File: config.mk
export PLATFORM = sky130hd
export DESIGN_NAME = id_ex_register
export DESIGN_NICKNAME = d
export VERILOG_FILES = /design/src/rtl/riscv_pkg.sv /design/src/rtl/pipe_reg.sv /design/src/rtl/id_ex_register.sv
export SDC_FILE = /design/constraint.sdc
export NUM_CORES = 1
export LEC_CHECK = 0
export ABC_AREA = 1
export CAP_MARGIN = 5
export CORE_AREA = 2 2 144 146
export DETAILED_ROUTE_END_ITERATION = 8
export DIE_AREA = 0 0 146 148
export HOLD_SLACK_MARGIN = 0.08
export PLACE_DENSITY = 0.73
export SKIP_CTS_REPAIR_TIMING = 1
export SLEW_MARGIN = 20
export SYNTH_ARGS = -nofsm -noshare
export SYNTH_HDL_FRONTEND = slang
export SYNTH_SLANG_ARGS = --single-unit
File: constraint.sdc
create_clock -name clk -period 15.66 [get_ports clk]
set_clock_uncertainty 0.2 [all_clocks]
set_input_delay 1.566 -clock clk [delete_from_list [all_inputs] [get_ports clk]]
set_output_delay 1.566 -clock clk [all_outputs]
set_load 0.05 [all_outputs]
File: src/rtl/riscv_pkg.sv
// rtl/riscv_pkg.sv - shared RV32 decode encodings and pipeline bubble constants
package riscv_pkg;

   localparam logic [1:0] RESULT_ALU = 2'b00;
   localparam logic [1:0] RESULT_MEM = 2'b01;
   localparam logic [1:0] RESULT_PC4 = 2'b10;

   localparam logic [2:0] ALU_ADD = 3'b000;
   localparam logic [2:0] ALU_SUB = 3'b001;
   localparam logic [2:0] ALU_AND = 3'b010;
   localparam logic [2:0] ALU_OR  = 3'b011;
   localparam logic [2:0] ALU_SLT = 3'b101;

   typedef struct packed {
      logic       valid;
      logic       reg_write;
      logic       mem_write;
      logic       branch;
      logic       jump;
      logic       alu_src;
      logic [1:0] result_src;
      logic [2:0] alu_control;
   } ctrl_t;

   localparam int CTRL_W = $bits(ctrl_t);

   // Bubble shared by IF/ID, ID/EX and EX/MEM: no valid bit, no side effects.
   localparam ctrl_t CTRL_BUBBLE = ctrl_t'(0);

   function automatic ctrl_t gate_side_effects(input ctrl_t c);
      ctrl_t g;
      g = c;
      if (!c.valid) begin
         g.reg_write = 1'b0;
         g.mem_write = 1'b0;
         g.branch    = 1'b0;
         g.jump      = 1'b0;
      end
      return g;
   endfunction

endpackage

File: src/rtl/pipe_reg.sv
// rtl/pipe_reg.sv - generic pipeline register with async clear, sync clear and enable
module pipe_reg #(
   parameter int               WIDTH   = 1,
   parameter logic [WIDTH-1:0] CLR_VAL = '0
) (
   input  logic             clk,
   input  logic             reset,
   input  logic             clear,
   input  logic             en,
   input  logic [WIDTH-1:0] d,
   output logic [WIDTH-1:0] q
);

   always_ff @(posedge clk or posedge reset) begin
      if (reset)
         q <= CLR_VAL;
      else if (clear)
         q <= CLR_VAL;
      else if (en)
         q <= d;
   end

endmodule

File: src/rtl/id_ex_register.sv
// rtl/id_ex_register.sv - ID/EX pipeline register; ID_EX_PERF_EN adds bubble/stall counters
import riscv_pkg::*;

module id_ex_register #(
   parameter int XLEN       = 32,
   parameter int REG_ADDR_W = 5
) (
   input  logic                  clk,
   input  logic                  reset,
   input  logic                  stall_e,
   input  logic                  flush_e,
   input  logic                  valid_d,
   input  logic                  reg_write_d,
   input  logic                  mem_write_d,
   input  logic                  branch_d,
   input  logic                  jump_d,
   input  logic                  alu_src_d,
   input  logic [1:0]            result_src_d,
   input  logic [2:0]            alu_control_d,
   input  logic [XLEN-1:0]       rd1_d,
   input  logic [XLEN-1:0]       rd2_d,
   input  logic [XLEN-1:0]       pc_d,
   input  logic [XLEN-1:0]       imm_ext_d,
   input  logic [XLEN-1:0]       pc_plus4_d,
   input  logic [REG_ADDR_W-1:0] rs1_d,
   input  logic [REG_ADDR_W-1:0] rs2_d,
   input  logic [REG_ADDR_W-1:0] rd_d,
   output logic                  valid_e,
   output logic                  reg_write_e,
   output logic                  mem_write_e,
   output logic                  branch_e,
   output logic                  jump_e,
   output logic                  alu_src_e,
   output logic [1:0]            result_src_e,
   output logic [2:0]            alu_control_e,
   output logic [XLEN-1:0]       rd1_e,
   output logic [XLEN-1:0]       rd2_e,
   output logic [XLEN-1:0]       pc_e,
   output logic [XLEN-1:0]       imm_ext_e,
   output logic [XLEN-1:0]       pc_plus4_e,
   output logic [REG_ADDR_W-1:0] rs1_e,
   output logic [REG_ADDR_W-1:0] rs2_e,
   output logic [REG_ADDR_W-1:0] rd_e
`ifdef ID_EX_PERF_EN
   ,
   output logic [31:0]           bubble_count_e,
   output logic [31:0]           stall_count_e
`endif
);

   localparam int DATA_W = 5 * XLEN;
   localparam int IDX_W  = 3 * REG_ADDR_W;

   ctrl_t              ctrl_raw;
   ctrl_t              ctrl_d;
   ctrl_t              ctrl_q;
   logic [DATA_W-1:0]  data_d;
   logic [DATA_W-1:0]  data_q;
   logic [IDX_W-1:0]   idx_d;
   logic [IDX_W-1:0]   idx_q;
   logic               load_en;

   // Flush wins over stall because pipe_reg evaluates clear before enable.
   assign load_en = !stall_e;

   always_comb begin
      ctrl_raw             = CTRL_BUBBLE;
      ctrl_raw.valid       = valid_d;
      ctrl_raw.reg_write   = reg_write_d;
      ctrl_raw.mem_write   = mem_write_d;
      ctrl_raw.branch      = branch_d;
      ctrl_raw.jump        = jump_d;
      ctrl_raw.alu_src     = alu_src_d;
      ctrl_raw.result_src  = result_src_d;
      ctrl_raw.alu_control = alu_control_d;
   end

   // An invalid slot never reaches reg_write/mem_write/branch/jump, so rd_e can't commit.
   assign ctrl_d = gate_side_effects(ctrl_raw);
   assign data_d = {rd1_d, rd2_d, pc_d, imm_ext_d, pc_plus4_d};
   assign idx_d  = {rs1_d, rs2_d, rd_d};

   pipe_reg #(.WIDTH(CTRL_W), .CLR_VAL(CTRL_BUBBLE)) u_ctrl_reg (
      .clk   (clk),
      .reset (reset),
      .clear (flush_e),
      .en    (load_en),
      .d     (ctrl_d),
      .q     (ctrl_q)
   );

   pipe_reg #(.WIDTH(DATA_W)) u_data_reg (
      .clk   (clk),
      .reset (reset),
      .clear (flush_e),
      .en    (load_en),
      .d     (data_d),
      .q     (data_q)
   );

   pipe_reg #(.WIDTH(IDX_W)) u_idx_reg (
      .clk   (clk),
      .reset (reset),
      .clear (flush_e),
      .en    (load_en),
      .d     (idx_d),
      .q     (idx_q)
   );

   assign valid_e       = ctrl_q.valid;
   assign reg_write_e   = ctrl_q.reg_write;
   assign mem_write_e   = ctrl_q.mem_write;
   assign branch_e      = ctrl_q.branch;
   assign jump_e        = ctrl_q.jump;
   assign alu_src_e     = ctrl_q.alu_src;
   assign result_src_e  = ctrl_q.result_src;
   assign alu_control_e = ctrl_q.alu_control;

   assign {rd1_e, rd2_e, pc_e, imm_ext_e, pc_plus4_e} = data_q;
   assign {rs1_e, rs2_e, rd_e}                        = idx_q;

`ifdef ID_EX_PERF_EN
   always_ff @(posedge clk or posedge reset) begin
      if (reset) begin
         bubble_count_e <= '0;
         stall_count_e  <= '0;
      end else begin
         if (flush_e && (bubble_count_e != 32'hFFFF_FFFF))
            bubble_count_e <= bubble_count_e + 32'd1;
         if (!flush_e && stall_e && (stall_count_e != 32'hFFFF_FFFF))
            stall_count_e <= stall_count_e + 32'd1;
      end
   end
`endif

endmodule

# Word level (Yosys, flattened, before mapping)
# Cells that the tools add are included.
# W data, S select, Z words.
# totals
ff_bits	186
inputBits	190
output_inout_bits	186
elab_cells	11
# classes
n_eq_ne	1
muxes	7
# op_table
op	n
$mux W160	2
$mux W15	2
$mux W11	2
$mux W4	1
$ne A2 B1 Y1 const B	1

# Longest topological paths before layout
# depth
depth_word	3
ltp_mapped	6
ltp_nobuf	4

# By module
# Synthesis repeated with hierarchy kept, for this count alone.
# unflattened
cells_unflattened	821
area_unflattened_um2	7450.9
# modules_own_cells
mod	n_inst	cells_each	area_each_um2	seq_area_each_um2
pipe_reg (u_data_reg)	1	695	6347.3	4003.8
pipe_reg (u_idx_reg)	1	67	616.8	375.4
pipe_reg (u_ctrl_reg)	1	50	452.9	275.3
id_ex_register	1	9	33.8	0.0

# Worst setup path after synthesis
# OpenSTA, ideal clock, no wires.
# synth_timing
path_kind	input-to-reg
startpoint	in stall_e
endpoint	reg u_data_reg.q[100]
setup_time_ps	65
t_arrival_ps	2212
required_ps	15395
setup_slack_ps	13183
stages	6
n_path_buf	2
path_cell_list	inv_1 nor2_2 buf_2 buf_4 nand2_1 nand2_1
# synth_via
elab_chain_cells	1
# synth_lines
item	line_no	text
start, declared	id_ex_register.sv:10	input logic stall_e,
$ne A2 B1 Y1 (no line)	--	
end signal, assigned	pipe_reg.sv:16	q <= CLR_VAL;
end signal, assigned	pipe_reg.sv:18	q <= CLR_VAL;
end signal, assigned	pipe_reg.sv:20	q <= d;
end, declared	pipe_reg.sv:11	output logic [WIDTH-1:0] q
# Every way passes these cells.
# A chain may end at the register's enable or synchronous reset.

# Worst setup path in the final report
# layout_timing
startpoint	in flush_e
endpoint	reg u_data_reg.q[62]
# layout_via
elab_chain_cells	1
word_cells_on_any_way	2
cone_classes	eq/ne (1); mux (1)
# layout_lines
item	line_no	text
start, declared	id_ex_register.sv:11	input logic flush_e,
$ne A2 B1 Y1 (no line) or $mux W160 (tied branches)	--	
# Parallel ways exist; a longest one is shown, timed or not.

==> run metrics <==
status finished clean; first-iteration detailed-routing DRC count about 340; WL met3 1280 µm; GRT Overall Usage 0.2004; first-pass GRT wire length 34,130 µm; Setup WS pre-CTS 11,260 ps; largest family of logic cells by synthesized area simple AND/OR/NAND/NOR gates; Initial Util 0.3482; Total Wirelength 21,790 µm; Synth Area in Simple Gates 0.3027; R2R Path End u_data_reg.q[3]; Reg clk slew, reported paths roughly 70 ps; top-area cell type share of the netlist area 0.6671; critical path's slowest cell buf_4; fin. max-slew vios 0; routed length on met1 8795 µm; mean post-synth cell area just under 9 µm²; Largest stage delay, worst path 940 ps; Reg-to-Reg Start u_data_reg.q[3]; number of diodes 0; final worst slack 11,730 ps; Leakage 5.728 nW; Synth cell types 8; CP top delay family buffers and inverters; Final setup violation count 0; Max Clk Rate 254.3 MHz; Sink Count 186; hold path depth 2; initial antenna violation count 1; # H-tree levels 4; clk root buf clkbuf_16; IO Port Bufs 375; post-synthesis sequential area ratio 0.6671; Routed Antenna Nets 0; post-route design area 11,490 µm²; Worst Hold Class flop to flop; Crit path buffers/inverters 3; slew margin rel. 0.3132; Vias 6,315; Synth Register Bits 186; post-synthesis compound-gate area fraction 0; fill cell count 1,853; RSZ-0062 raised after global routing false; vias in the first global route 6,297; cells after synthesis 788; largest area contributor in the netlist dfrtp_1; hold_ws 270.0 ps; CTS tree built; detailed-route DRC error count 0; fraction of synthesized area in multiplexers 0; CP cell instances clkdlybuf4s50_1, nor2_4, buf_4, buf_4, nand2_1, nand2_1; TritonCTS Buffers 17; wire length on met2 around 11,000 µm; Adder-Cell Fraction of Synth Area 0; Fin. Hold Viols 0; maximum VDD drop 0.06883 mV; Hold Crit Start u_data_reg.q[144]; GPL Wtd Cong 0.8015; FF-to-FF setup slack about 15,000 ps; Top Ports 376; Placement Cell Area approximately 11,000 µm²; layout cells sized above 1 0.03448; worst-margin pin slew 1030 ps; Core Rows 52; die width roughly 150 µm; Die Span Y roughly 150 µm; Power Dens Cells 103.2 nW/µm²; Core ar. 20,040 µm²; maxcap violations 0; Critical Path End Type flop; crit path time final 3932 ps; setup TNS 0 ps; highest metal used met5; Die Area 21,610 µm²; fin crit share 0.2511; Syn Nets 978; first-pass iteration count of the detailed router 4; Synth-to-Final Area Change 64.67%; FF-to-FF path depth 2; drt wl/cell 15.24 µm; crit path kind input pin to flop; vias per cell 4.416; clock buffer depth 2; crit path max fanout slightly above 100; Yosys warnings 0; post-synthesis xor/xnor area fraction 0; Worst EP arrival 4080 ps; hold path endpoint u_data_reg.q[144]; DP HPWL 15,320 µm; Worst Path Required between 15,000 and 20,000 ps; synth top area cells dfrtp_1 67%, nand2_1 30%, buf_2 1.9%; Layout Nets 1,337; grt ovf 0; Syn Std Cell Area 6977 µm²; Worst-Skew Late Latency 420 ps; largest net degree at the start of global routing 187; Startpoint Class input pin
-- layout make-up --
type,instances,area (µm²),share of cell area
clock inverter,15,132.6,0.01154
clock buffer,17,425.4,0.03703
inverter,2,12.51,0.001089
tap,270,337.8,0.02941
timing repair buffer,380,3804,0.3311
sequential,186,4654,0.4051
multi-input combinational,560,2122,0.1847
-- flip-flops by register name, indices dropped and copies added (netlist names) --
signal	cells
u_data_reg.q	160
u_idx_reg.q	15
u_ctrl_reg.q	11
-- placed cells by master, fill, tap and decap left out --
master           count
nand3_1              4
clkdlybuf4s50_1    375
clkinv_8             1
inv_8                3
dfrtp_1            186
buf_4                4
buf_12               1
inv_6                5
clkinv_4             2
nand2_1            554
nor2_4               2
clkinvlp_4           2
clkbuf_16           17
inv_1                1
clkinv_2             3
-- cell usage after synthesis, drive strengths merged --
cell type and count:
dfrtp 186, buf 32, nor2 2, inv 2, nand2 554, nand3 4
clkbuf 8
-- cell families (layout without fill, tap and decap cells) --
| group | after synthesis | after routing |
|---|---|---|
| buf+inv | 42 | 414 |
| simple gates | 560 | 560 |
| flops | 186 | 186 |
-- through the flow --
step / utilization / instances / total power, mW
after floorplan: - / 788 / 0.6661
after CTS: 0.5733 / 1430 / 1.201
final: 0.5733 / 1430 / 1.185
after detailed placement: 0.5455 / 1398 / 0.7859
after global placement: 0.5455 / 1398 / 0.7831
after global routing: 0.5733 / 1430 / 1.236
-- worst max path at each step --
stage | start | to | depth (start not counted)
2_1_floorplan | reset | u_ctrl_reg.q[0] | 1
3_3_place_gp | flush_e | u_data_reg.q[55] | 6
3_5_place_dp | flush_e | u_data_reg.q[35] | 6
4_1_cts | flush_e | u_data_reg.q[62] | 6
5_1_grt | flush_e | u_data_reg.q[62] | 6
6_report | flush_e | u_data_reg.q[62] | 6
-- report_power, final --
| part | internal, mW | switching [mW] | total (mW) |
|---|---|---|---|
| sequential | 0.507 | 0.0146 | 0.521 |
| clock | 0.210 | 0.201 | 0.411 |
| combinational | 0.0972 | 0.156 | 0.254 |
| total | 0.814 | 0.372 | 1.19 |
-- per-layer routing --
| metal | track usage | up-vias |
|---|---|---|
| met3 | 0.05340 | 60 |
| met4 | 0.09951 | 2 |
| met1 | 0.2383 | 2951 |
| met2 | 0.3380 | 226 |
| met5 | 0 | - |
| li1 | - | 3076 |
-- tightest hold or removal path: cells and delay by family, from the launching register on --
family        cells  cell delay (ps)
simple gates      2              100
flops             1              340
(Power assumes the default switching activity.)
==> variant (config.mk and constraints unchanged) <==
Change the parameter `XLEN` from 32 to 36.
--- a/src/rtl/id_ex_register.sv
+++ b/src/rtl/id_ex_register.sv
@@ -4,3 +4,3 @@
 module id_ex_register #(
-   parameter int XLEN       = 32,
+   parameter int XLEN       = 36,
    parameter int REG_ADDR_W = 5
Ports: changed (10 resized); port bits go from 376 to 416. The function was not compared with the original's and may differ.
==> variant against the original RTL <==
Wire length increased by 16%. Synthesized area rose by 11%. Design area up 12%. Critical path depth is 1 higher. Sequential power is 11% higher. Setup slack lost 0.21 ns. Sequential cell count increased by 20. Sequential share of layout area shrank 0.32 points. Cell count rose by 9.0%. Fmax down 5.0%. Total power is 18% higher. Critical endpoint is now u_data_reg.q[37]$_DFFE_PP0P_. Highest routed layer is now met4.
==> variant: results (changes against the original RTL) <==
outcome:
  status: "finished, final reports clean"  # unchanged
worst_hold_path:
  hold_start: "u_data_reg.q[18]$_DFFE_PP0P_"  # was u_data_reg.q[144]$_DFFE_PP0P_
  min_path_type: "flip-flop to flip-flop"  # unchanged
grt:
  grt_first_pass_wirelength_um: 38800  # was 34100 µm
  grt_pass1_vias: 6934  # was 6297
  met3_usage_pct: 7.47  # was 5.34%
  antenna_found_initial: 0  # was 1
  grt_max_degree: 136  # was 187
  track_usage_pct: 22.7  # was 20.0%
  use_met1_pct: 26.8  # was 23.8%
  use_met2_pct: 39.5  # was 33.8%
clock_tree:
  clk_latency_ns: 0.49  # was 0.42 ns
  cts-root-buf: "clkbuf_16"  # unchanged
  cts_buffers: 23  # was 17
  clockBufferDepth: 3  # was 2
  cts-htree-levels: 1  # was 4
place:
  dp_cells: 1518  # was 1398
  hpwlAfterDp_um: 17600  # was 15300 µm
  gp_routability_congestion: 0.811  # was 0.802
  port_buffers: 415  # was 375
  place_ws_ns: 11.07  # was 11.26 ns
detailed_routing:
  drt_pass1_iterations: 5  # was 4
  postRouteWirelength_um: 25400  # was 21800 µm
  wl_per_cell_um: 16.3  # was 15.2 µm
  vias_per_cell: 4.47  # was 4.42
  detail_route.iter0.violations: 314  # was 336
timing:
  holdWs_ns: 0.267  # was 0.270 ns
  timing.final.ws_setup_ns: 11.52  # was 11.73 ns
  max_slew_margin_pct: 26.5  # was 31.3%
critical_path:
  r2r_start: "u_data_reg.q[9]$_DFFE_PP0P_"  # was u_data_reg.q[3]$_DFFE_PP0P_
  slowest_delay_ns: 0.93
  crit_path_start: "stall_e"  # was flush_e
  arrival_ns: 4.38  # was 4.08 ns
  cp_max_fo: 104  # was 103
synth:
  synth_seq_area_share_pct: 66.8  # was 66.7%
  syn_avg_cell_area_um2: 8.85  # about the same
  synthTopCellsByCount: "614 x nand2_1, 206 x dfrtp_1, 30 x buf_2, 11 x buf_1, 4 x nand3_1"  # was 554 x nand2_1, 186 x dfrtp_1, 27 x buf_2, 8 x clkbuf_1, 5 x buf_4
  async_flop_share_pct: 100  # unchanged
  synth_fp_nets: 1082  # was 978
  ys_top_cells_by_area: "dfrtp_1 67%, nand2_1 30%, buf_2 1.9%, buf_1 0.53%, nor2_4 0.29%"  # was dfrtp_1 67%, nand2_1 30%, buf_2 1.9%, buf_4 0.54%, clkbuf_1 0.43%
  synthDistinctLibCells: 10  # was 8
finish:
  reg_top3: "u_data_reg.q x180, u_idx_reg.q x15, u_ctrl_reg.q x11"  # was u_data_reg.q x160, u_idx_reg.q x15, u_ctrl_reg.q x11
  drive_gt1_share_pct: 3.42  # was 3.45%
  nFillCells: 1682  # was 1853
pwr:
  leakagePower_nw: 6.42  # was 5.73 nW
  ir_drop_mv: 0.0688  # about the same
## variant: cells by family (layout without fill, tap and decap cells)
kind of cell  Yosys count  after routing
simple gates          620            620
flops                 206            206
buf+inv                46            462
## variant: where the power goes
part / switching (W) / internal [W]
clock: 0.000210 / 0.000329
combinational: 0.000175 / 0.000108
sequential: 0.0000158 / 0.000562
total: 0.000401 / 0.000999
## variant: path summary, 6_finish.rpt
| path | cells after the start | to |
|---|---|---|
| setup / recovery | 7 | u_data_reg.q[37]$_DFFE_PP0P_ |
| hold / removal | 2 | u_data_reg.q[18]$_DFFE_PP0P_ |
| setup reg to reg | 2 | u_data_reg.q[9]$_DFFE_PP0P_ |
| hold reg to reg | 2 | u_data_reg.q[18]$_DFFE_PP0P_ |
| max in group asynchronous | 3 | u_data_reg.q[94]$_DFFE_PP0P_ |
| min in group asynchronous | 2 | u_data_reg.q[81]$_DFFE_PP0P_ |
## variant: layout make-up
cell class,count,area share [%]
tap,270,2.63
sequential,206,40.2
multi-input combinational,620,18.3
clock inverter,5,0.585
inverter,2,0.117
clock buffer,34,5.28
timing repair buffer,421,32.9
## variant: metal layers
metal,up-vias,routed length (µm),part of all wire [%]
li1,3413,-,-
met1,3224,9770,39
met2,287,12500,49
met3,48,2390,9.4
met4,0,700,2.8
met5,-,0,0
## variant: stage by stage
step,area (µm²),util [%]
final,12800,64.0
after detailed placement,12000,60.1
after global routing,12800,64.0
after CTS,12800,63.9
after global placement,12000,60.1
after floorplan,7720,-
## variant: critical path, delay by kind of cell
family,cells,cell delay (ns)
buf+inv,4,2.32
simple gates,3,0.30
